==> src/rtl/narrow_word_packer_pkg.sv <==
// -----------------------------------------------------------------------------
// narrow_word_packer_pkg
//   Shared defaults for the narrow/wide FIFO pair and a constant function used
//   to size the piece counters.
//
//   DEF_NARROW : width of one piece popped from the upstream FIFO
//   DEF_RATIO  : pieces per assembled word
//   clog2()    : ceil(log2(value)), usable in parameter context
// -----------------------------------------------------------------------------
package narrow_word_packer_pkg;

  localparam int unsigned DEF_NARROW = 4;
  localparam int unsigned DEF_RATIO  = 2;

  function automatic int unsigned clog2(input int unsigned value);
    int unsigned width;
    width = 0;
    for (int unsigned i = 0; i < 32; i++) begin
      if ((64'd1 << i) < 64'(value)) width = i + 1;
    end
    return width;
  endfunction

endpackage

==> src/rtl/narrow_word_packer_if.sv <==
// -----------------------------------------------------------------------------
// narrow_word_packer_if
//   valid/ready word stream leaving the packer.
//
//   out_valid : out_data holds a complete word         (master -> slave)
//   out_ready : slave takes the word at valid && ready (slave  -> master)
//   out_data  : assembled word, piece 0 in the LSBs    (master -> slave)
// -----------------------------------------------------------------------------
interface narrow_word_packer_if
  import narrow_word_packer_pkg::*;
#(
  parameter int unsigned WIDE = DEF_NARROW * DEF_RATIO
) ();

  logic            out_valid;
  logic            out_ready;
  logic [WIDE-1:0] out_data;

  modport master (output out_valid, output out_data, input  out_ready);
  modport slave  (input  out_valid, input  out_data, output out_ready);

endinterface

==> src/rtl/narrow_word_packer_out_buf.sv <==
// -----------------------------------------------------------------------------
// packer_out_buf
//   Two-entry WIDE-bit FIFO presenting its head on a valid/ready stream.
//   A write and a read on the same edge are both honoured. The writer must
//   never write while the buffer holds two words.
//
//   clk, rst    : clock, asynchronous active-high reset
//   i_wr_en     : write i_wr_data at this edge
//   i_wr_data   : word to store
//   i_rd_ready  : consumer takes the head at this edge if o_valid
//   o_valid     : at least one word stored
//   o_data      : head word (stable until it is read)
//   o_count     : number of stored words, 0..2
// -----------------------------------------------------------------------------
module packer_out_buf
  import narrow_word_packer_pkg::*;
#(
  parameter int unsigned WIDE = DEF_NARROW * DEF_RATIO
) (
  input  logic            clk,
  input  logic            rst,
  input  logic            i_wr_en,
  input  logic [WIDE-1:0] i_wr_data,
  input  logic            i_rd_ready,
  output logic            o_valid,
  output logic [WIDE-1:0] o_data,
  output logic [1:0]      o_count
);

  logic [WIDE-1:0] r_mem [2];
  logic            r_wr_ptr;
  logic            r_rd_ptr;
  logic [1:0]      r_count;

  logic            w_rd_fire;

  assign o_valid   = (r_count != 2'd0);
  assign o_data    = r_mem[r_rd_ptr];
  assign o_count   = r_count;
  assign w_rd_fire = o_valid && i_rd_ready;

  always_ff @(posedge clk or posedge rst) begin
    if (rst) begin
      // NOTE: the storage is reset as well, so out_data reads 0 after reset
      // instead of whatever a previous run left behind.
      r_mem[0] <= '0;
      r_mem[1] <= '0;
      r_wr_ptr <= 1'b0;
      r_rd_ptr <= 1'b0;
      r_count  <= 2'd0;
    end else begin
      if (i_wr_en) begin
        r_mem[r_wr_ptr] <= i_wr_data;
        r_wr_ptr        <= ~r_wr_ptr;
      end
      if (w_rd_fire) begin
        r_rd_ptr <= ~r_rd_ptr;
      end
      case ({i_wr_en, w_rd_fire})
        2'b10:   r_count <= r_count + 2'd1;
        2'b01:   r_count <= r_count - 2'd1;
        default: r_count <= r_count;
      endcase
    end
  end

endmodule

==> src/rtl/narrow_word_packer.sv <==
// -----------------------------------------------------------------------------
// narrow_word_packer
//   Pops NARROW-bit pieces from an upstream FIFO and reassembles them
//   LSB-first into WIDE-bit words (WIDE = NARROW*RATIO), presented through a
//   two-entry valid/ready buffer. A pop is only issued when the piece it
//   returns is guaranteed a place, so nothing is lost under backpressure.
//
//   clk, rst      : clock, asynchronous active-high reset
//   i_fifo_empty  : upstream FIFO has no piece
//   o_fifo_pop    : pop request; the piece arrives on i_fifo_q one cycle later
//   i_fifo_q      : piece returned for the pop sampled at the previous edge
//   out_if        : word stream (out_valid / out_ready / out_data)
//   o_busy        : a partial word, an in-flight pop or a buffered word exists
// -----------------------------------------------------------------------------
module narrow_word_packer
  import narrow_word_packer_pkg::*;
#(
  parameter int unsigned NARROW = DEF_NARROW,
  parameter int unsigned RATIO  = DEF_RATIO
) (
  input  logic                 clk,
  input  logic                 rst,
  input  logic                 i_fifo_empty,
  output logic                 o_fifo_pop,
  input  logic [NARROW-1:0]    i_fifo_q,
  narrow_word_packer_if.master out_if,
  output logic                 o_busy
);

  localparam int unsigned      WIDE  = NARROW * RATIO;
  localparam int unsigned      CNT_W = clog2(RATIO);
  localparam logic [CNT_W-1:0] LAST  = CNT_W'(RATIO - 1);

  logic [CNT_W-1:0]             r_issue_cnt;  // pops issued, modulo RATIO
  logic [CNT_W-1:0]             r_cap_cnt;    // pieces captured, modulo RATIO
  logic                         r_pend;       // a popped piece arrives this cycle
  logic [RATIO-1:0][NARROW-1:0] r_acc;

  logic [RATIO-1:0][NARROW-1:0] w_word;
  logic                         w_final_in_flight;
  logic [1:0]                   w_count;
  logic [1:0]                   w_reserved;

  // The arriving piece completes a word exactly when it lands in the last
  // slot; that same condition is the buffer write.
  assign w_final_in_flight = r_pend && (r_cap_cnt == LAST);

  // Buffer slots already spoken for: stored words plus a completing word whose
  // last piece is still on its way. Only the pop of a final piece needs a free
  // slot; earlier pieces always fit in the accumulator.
  assign w_reserved = w_count + {1'b0, w_final_in_flight};
  assign o_fifo_pop = !rst && !i_fifo_empty &&
                      ((r_issue_cnt != LAST) || (w_reserved < 2'd2));

  // The final piece bypasses the accumulator and goes straight into the buffer.
  always_comb begin
    // NOTE: every output gets a full default before the override, so no
    // path leaves a bit unassigned and no latch is inferred.
    w_word          = r_acc;
    w_word[RATIO-1] = i_fifo_q;
  end

  always_ff @(posedge clk or posedge rst) begin
    if (rst) begin
      r_issue_cnt <= '0;
      r_cap_cnt   <= '0;
      r_pend      <= 1'b0;
      r_acc       <= '0;
    end else begin
      // NOTE: non-blocking updates, so every register here reads the values
      // from before this edge regardless of statement order.
      r_pend <= o_fifo_pop;
      if (o_fifo_pop) begin
        r_issue_cnt <= (r_issue_cnt == LAST) ? '0 : r_issue_cnt + CNT_W'(1);
      end
      if (r_pend) begin
        r_acc[r_cap_cnt] <= i_fifo_q;
        r_cap_cnt        <= (r_cap_cnt == LAST) ? '0 : r_cap_cnt + CNT_W'(1);
      end
    end
  end

  packer_out_buf #(.WIDE(WIDE)) u_out_buf (
    .clk        (clk),
    .rst        (rst),
    .i_wr_en    (w_final_in_flight),
    .i_wr_data  (w_word),
    .i_rd_ready (out_if.out_ready),
    .o_valid    (out_if.out_valid),
    .o_data     (out_if.out_data),
    .o_count    (w_count)
  );

  assign o_busy = (r_cap_cnt != '0) || (r_issue_cnt != r_cap_cnt) ||
                  r_pend || (w_count != 2'd0);

endmodule

==> src/flat_wrapper.sv <==
// flat-port wrapper written by rule: the top's interface ports become plain ports
module narrow_word_packer_flat import narrow_word_packer_pkg::*;
#(
  parameter int unsigned NARROW = DEF_NARROW,
  parameter int unsigned RATIO  = DEF_RATIO
)
  (clk, rst, i_fifo_empty, o_fifo_pop, i_fifo_q, o_busy, out_if_out_valid, out_if_out_data, out_if_out_ready);
  narrow_word_packer_if #(.WIDE(8)) out_if_i ();
  input  logic clk;
  input  logic rst;
  input  logic i_fifo_empty;
  output logic o_fifo_pop;
  input  logic [NARROW-1:0] i_fifo_q;
  output logic o_busy;
  output wire logic [$bits(out_if_i.out_valid)-1:0] out_if_out_valid;
  output wire logic [$bits(out_if_i.out_data)-1:0] out_if_out_data;
  input wire logic [$bits(out_if_i.out_ready)-1:0] out_if_out_ready;
  assign out_if_out_valid = out_if_i.out_valid;
  assign out_if_out_data = out_if_i.out_data;
  assign out_if_i.out_ready = out_if_out_ready;
  narrow_word_packer #(.NARROW(NARROW), .RATIO(RATIO)) u_core (.clk(clk), .rst(rst), .i_fifo_empty(i_fifo_empty), .o_fifo_pop(o_fifo_pop), .i_fifo_q(i_fifo_q), .out_if(out_if_i), .o_busy(o_busy));
endmodule
==> config.mk <==
export PLATFORM = sky130hd
export DESIGN_NAME = narrow_word_packer_flat
export DESIGN_NICKNAME = d
export VERILOG_FILES = /design/src/rtl/narrow_word_packer_pkg.sv /design/src/rtl/narrow_word_packer_if.sv /design/src/rtl/narrow_word_packer_out_buf.sv /design/src/rtl/narrow_word_packer.sv /design/src/flat_wrapper.sv
export SDC_FILE = /design/constraint.sdc
export NUM_CORES = 1
export LEC_CHECK = 0
export ABC_AREA = 1
export BUFFER_PORTS_ARGS = -buffer_cell sky130_fd_sc_hd__buf_2
export CORE_MARGIN = 3
export CORE_UTILIZATION = 25
export CTS_CLUSTER_DIAMETER = 80
export CTS_CLUSTER_SIZE = 14
export DETAILED_ROUTE_END_ITERATION = 8
export PLACE_DENSITY_LB_ADDON = 0.15
export SYNTH_ARGS = -nofsm -noshare
export SYNTH_HDL_FRONTEND = slang
export SYNTH_SLANG_ARGS = --single-unit
==> constraint.sdc <==
create_clock -name clk -period 3.2 [get_ports clk]
set_input_delay 0.16 -clock clk [delete_from_list [all_inputs] [get_ports clk]]
set_output_delay 0.16 -clock clk [all_outputs]
set_load 0.01 [all_outputs]
# After elaboration in Yosys (flattened, before gate mapping)
# Index checks and enable logic that the tools add are counted.
[totals] regBits=31 output_inout_bits=11 in_bits=8
[op_classes] mux=12 n_reduce_logical=14 bitwise_logic=5 order_cmp=6 n_eq_ne=3 add_sub_neg=5
[ops] op="2-to-1 mux 8 bit" count=4
[ops] op="bitwise mux 16 bit" count=1
[ops] op="bitwise mux 8 bit" count=1
[ops] op="demux 8 bit (select 1 bit)" count=1
[ops] op="logical AND 1 bit" count=6
[ops] op="demux 4 bit (select 1 bit)" count=1
[ops] op=">= comparator 2 bit, second input constant" count=2
[ops] op="logical OR 1 bit" count=4
[ops] op="2-to-1 mux 4 bit" count=1
[ops] op="NOT 1 -> 2 bit" count=2
[ops] op="one-hot mux 2 bit (2 select lines)" count=1
[ops] op="nonzero test 2 bit" count=2
[ops] op="NOT 1 bit" count=3
[ops] op="adder 1 bit, second input constant" count=2
[ops] op="adder 2 x 1 -> 2 bit" count=1
[ops] op="adder 2 x 1 -> 2 bit, second input constant" count=1
[ops] op="equality test 2 x 1 -> 1 bit, second input constant" count=1
[ops] op="equality test 2 bit, second input constant" count=1
[ops] op="logical NOT 1 bit" count=2
[ops] op="< comparator 1 x 2 -> 1 bit, second input constant" count=1
[ops] op="< comparator 2 x 1 -> 1 bit, second input constant" count=1
[ops] op="< comparator 2 bit, second input constant" count=1
[ops] op="2-to-1 mux 1 bit" count=2
[ops] op="subtractor 2 x 1 -> 2 bit, second input constant" count=1
[ops] op="other kinds (2)" count=2

# Longest topological paths before layout
[logic_depth] ltp_word=6 ltp_mapped=8

# Hierarchy
# From an unflattened synthesis, not the netlist that was laid out.
[hier_totals] hier_cells=145 area_unflattened_um2=1285.0
[modules_own_cells] mod="packer_out_buf" area_each_um2=948.4 cells_each=113 n_inst=1
[modules_own_cells] mod="narrow_word_packer" area_each_um2=336.6 cells_each=32 n_inst=1

# Worst setup path after synthesis
# Ideal clock, no wire load.
[synth_path] path_type="register to register" from="reg u_core.u_out_buf.r_count[0], in the netlist u_core.u_out_buf.o_count[0]" to="reg u_core.u_out_buf.r_count[1], in the netlist u_core.u_out_buf.o_count[1]" path_stages_with_launch=9 setup_ps=131 synth_period_minus_slack_ps=1510 n_path_buf=0 t_arrival_ps=1379 path_slack_ps=1690 required_time_ps=3069 path_cell_list="dfrtp_1 nor2_1 inv_1 nand2_1 inv_1 ha_1 a21oi_1 o21ai_0 xor2_1"
[synth_between] elab_chain_len=4 elab_cells_between_ends=8
[synth_lines] element="from (decl)" line_no="narrow_word_packer_out_buf.sv:33" text="logic [1:0] r_count;"
[synth_lines] element="from (signal assigned)" line_no="narrow_word_packer_out_buf.sv:60" text="2'b10: r_count <= r_count + 2'd1;"
[synth_lines] element="from (signal assigned)" line_no="narrow_word_packer_out_buf.sv:61" text="2'b01: r_count <= r_count - 2'd1;"
[synth_lines] element="from (signal assigned)" line_no="narrow_word_packer_out_buf.sv:62" text="default: r_count <= r_count;"
[synth_lines] element="nonzero test 2 bit *" line_no="narrow_word_packer_out_buf.sv:37" text="assign o_valid = (r_count != 2'd0);"
[synth_lines] element="via out_if_out_valid" line_no="flat_wrapper.sv:15" text="output wire logic [$bits(out_if_i.out_valid)-1:0] out_if_out_valid;"
[synth_lines] element="logical AND 1 bit *" line_no="narrow_word_packer_out_buf.sv:40" text="assign w_rd_fire = o_valid && i_rd_ready;"
[synth_lines] element="via u_core.u_out_buf.w_rd_fire" line_no="narrow_word_packer_out_buf.sv:35" text="logic w_rd_fire;"
[synth_lines] element="equality test 2 x 1 -> 1 bit or equality test 2 bit (tied branches)" line_no="narrow_word_packer_out_buf.sv:59" text="case ({i_wr_en, w_rd_fire})"
[synth_lines] element="one-hot mux 2 bit (2 select lines) or nonzero test 2 bit (tied branches)"
# The timed path passes the listed nets; every way through them passes the cells marked *.
# A chain may end at the register's enable or synchronous reset.

# Final worst setup path
[layout_path] from="reg u_core.u_out_buf.r_rd_ptr" to="out out_if_out_data[4]"
[layout_between] elab_chain_len=4
[layout_lines] element="from (decl)" line_no="narrow_word_packer_out_buf.sv:32" text="logic r_rd_ptr;"
[layout_lines] element="from (signal assigned)" line_no="narrow_word_packer_out_buf.sv:57" text="r_rd_ptr <= ~r_rd_ptr;"
[layout_lines] element="NOT 1 -> 2 bit (not written as such)" line_no="narrow_word_packer_out_buf.sv:38" text="assign o_data = r_mem[r_rd_ptr];"
[layout_lines] element="2-to-1 mux 8 bit (not written as such) (3 in a row)" line_no="narrow_word_packer_out_buf.sv:38"
[layout_lines] element="to (decl)" line_no="flat_wrapper.sv:16" text="output wire logic [$bits(out_if_i.out_data)-1:0] out_if_out_data;"
# Every way passes these cells. The select of a mux whose other input is x is not followed.

==> impl_metrics.ini <==
[drt]
vias = 843
drc = 0
drt_iter0_drc = 22
wl_per_cell_um = 11.3
wl_um = 2320
first_pass_iters = 3
vias_per_cell = 4.11
ant_nets = 0

[finish]
regArea_um2 = 676
fin_area_mm2 = 0.00140
num-fill-cells = 497
syn2layout_area_growth_pct = 14.8
multi_input_area_um2 = 438
layout-drive-gt1-share_pct = 28.6
antenna_cells = 0
final_nets = 150
stdcell_count = 205

[global_route]
overflow = 0
grt_pass1_wl_um = 3970
antenna_found_initial = 0
first_global_vias = 859
grt_usage_pct = 9.36
grt_max_degree = 28

[cts]
insertion_delay_ns = 0.27
tritoncts = built
cts_max_path_buffers = 2
cts_setup_buffers = 0
ctsResizeCount = 0
clk_pin_slew_ns = 0.09
htree_levels = 1
hold_buffers = 0
cts-root-buf = clkbuf_8
cts_buffers = 3
cts_num_sinks = 27

[synth]
netlist.area_leader.share_pct = 55.5
yosysTopAreaCell = dfrtp_1
ys_seq_area_share_pct = 55.5
syn_nets = 131
synth_cell_type_count = 19
synth_common_cells = 28 x nand2_1, 27 x dfrtp_1, 17 x inv_1, 15 x o21ai_0
syn_area_mm2 = 0.00122
synth-seq-cells = 27
yosysWarnings = 0
syn_avg_cell_area_um2 = 9.98
yosysMostFrequentCell = nand2_1
synthTopCellsByArea = dfrtp_1 55%, nand2_1 8.6%, mux2_2 7.4%, o21ai_0 6.2%, o21ai_2 5.8%
synth_ff_type = dfrtp_1
synthArstFlopShare_pct = 100
syn_inst = 122
synth_edf_count = 0

[worst_setup_path]
startpoint = u_core.u_out_buf.r_rd_ptr
crit_end = out_if_out_data[4]
r2r-start = u_core.u_out_buf.o_count[0]
r2r_end = u_core.u_out_buf.o_count[1]
worst-path-max-fanout = 9
cp-start-kind = register
reg2reg_depth = 8
r2r_setup_slack_ns = 1.62
crit_arrival_ns = 1.44
worstPathRequired_ns = 3.04
cp-end-kind = output port
worstSetupPathType = reg -> out

[sta]
slew_viol_final = 0
finalSetupViolCount = 0
whs_ns = 0.137
finClkSkew_ns = 0.00518
worst_pin_slew_ns = 1.02
setup_tns_ns = 0
rsz0062_at_grt = false
maxSlewHeadroom_pct = 32.2
hold_viol = 0
worst_slack_ns = 1.60
period_share_pct = 50.1
finalCriticalPeriod_ns = 1.60
max_freq_mhz = 624

[floorplanning]
initial_utilization_pct = 26.8
die-area_mm2 = 0.00574
design.core.area_mm2 = 0.00453
num_io_pins = 19
dieWidth_um = 75.8
dieHeight_um = 75.8
core.rowCount = 24

[place]
dpl_cell_area_mm2 = 0.00135
place_inst = 201
dp_slack_ns = 1.63
gp_congestion = 0.765
numPortBuffers = 18
dp_hpwl_um = 1650

[pwr]
p_per_area_mw_per_mm2 = 948
ir_drop_v = 0.000375
power_leakage_nw = 0.700

[outcome]
status = completed

[flow_run]
drv_cap = 0

[hold_path]
hp-class = in -> async
[critical path, stage by stage (launching register included)]
cell,delay [ns]
dfrtp_1,0.64
mux2_2,0.40
buf_2,0.14
[flip-flops by register name (all words and copies together) (netlist names)]
register	flops
u_core.r_pend	1
u_core.u_out_buf.r_wr_ptr	1
u_core.r_acc	4
u_core.r_cap_cnt	1
u_core.r_issue_cnt	1
u_core.u_out_buf.r_mem	16
u_core.u_out_buf.r_rd_ptr	1
u_core.u_out_buf.o_count	2
[metrics by stage]
step           total power, mW  util (%)
2_1_floorplan            0.996         -
3_3_place_gp              1.13      29.7
3_5_place_dp              1.15      29.7
4_1_cts                   1.35      30.8
5_1_grt                   1.45      30.8
6_report                  1.33      30.8
[cells by family (layout without fill, tap and decap cells)]
group                      Yosys count  in the layout  share of synthesized area [%]
AOI/OAI and AO/OA                   24             24                           12.3
xor gates and xnor gates             3              3                           2.16
adders and majority gates            1              1                           1.03
buffers and inverters               21             39                           8.53
DFF                                 27             27                           55.5
muxes                                8              8                           7.40
and+or+nand+nor                     38             38                           13.1
[worst min-delay path by stage]
stage / start / end / slack, ns / cells past startpoint
final: rst / u_core.r_issue_cnt / 0.14 / 2
after global routing: i_fifo_q[2] / u_core.u_out_buf.r_mem[14] / 0.16 / 3
after CTS: i_fifo_empty / u_core.r_pend / 0.16 / 4
after detailed placement: i_fifo_empty / u_core.r_pend / 0.45 / 4
after global placement: i_fifo_empty / u_core.r_pend / 0.44 / 4
after floorplan: rst / u_core.r_acc[0] / 0.21 / 1
[layer usage]
metal  track usage, %  vias up  part of all wire (%)  wire [um]
li1                 -      424                     -          -
met1             11.0      404                    46       1060
met2             16.0       13                    49       1120
met3             3.17        2                   4.5        104
met4             3.11        0                  0.99         23
met5                0        -                     0          0
[cell type report]
| type | instances | share of cell area [%] |
|---|---|---|
| clock buffers | 3 | 2.95 |
| clock inverters | 1 | 0.537 |
| inverters | 17 | 4.57 |
| multi-input cells | 74 | 31.3 |
| flip-flops and latches | 27 | 48.3 |
| well taps | 65 | 5.82 |
| repair buffers | 18 | 6.45 |
[power by group]
part	internal (mW)	switching (mW)	leakage (nW)
Combinational	0.244	0.257	0.348
Clock	0.0883	0.107	0.0217
Sequential	0.504	0.125	0.330
Total	0.836	0.489	0.700
[layout by cell type, fill, tap and decap left out]
master / netlist / routed
nand4_1: 2 / 2
mux2_2: 8 / 8
or2_1: 1 / 1
dfrtp_1: 27 / 27
clkbuf_8: 0 / 3
nand2_2: 2 / 2
ha_1: 1 / 1
buf_2: 1 / 18
xnor2_1: 2 / 2
nand3_1: 3 / 3
nor2_1: 2 / 2
o21ai_2: 8 / 8
inv_1: 17 / 17
o21ai_0: 15 / 15
nand2_1: 28 / 28
clkinvlp_4: 0 / 1
a21oi_1: 1 / 1
xor2_1: 1 / 1
(Power assumes the default switching activity.)
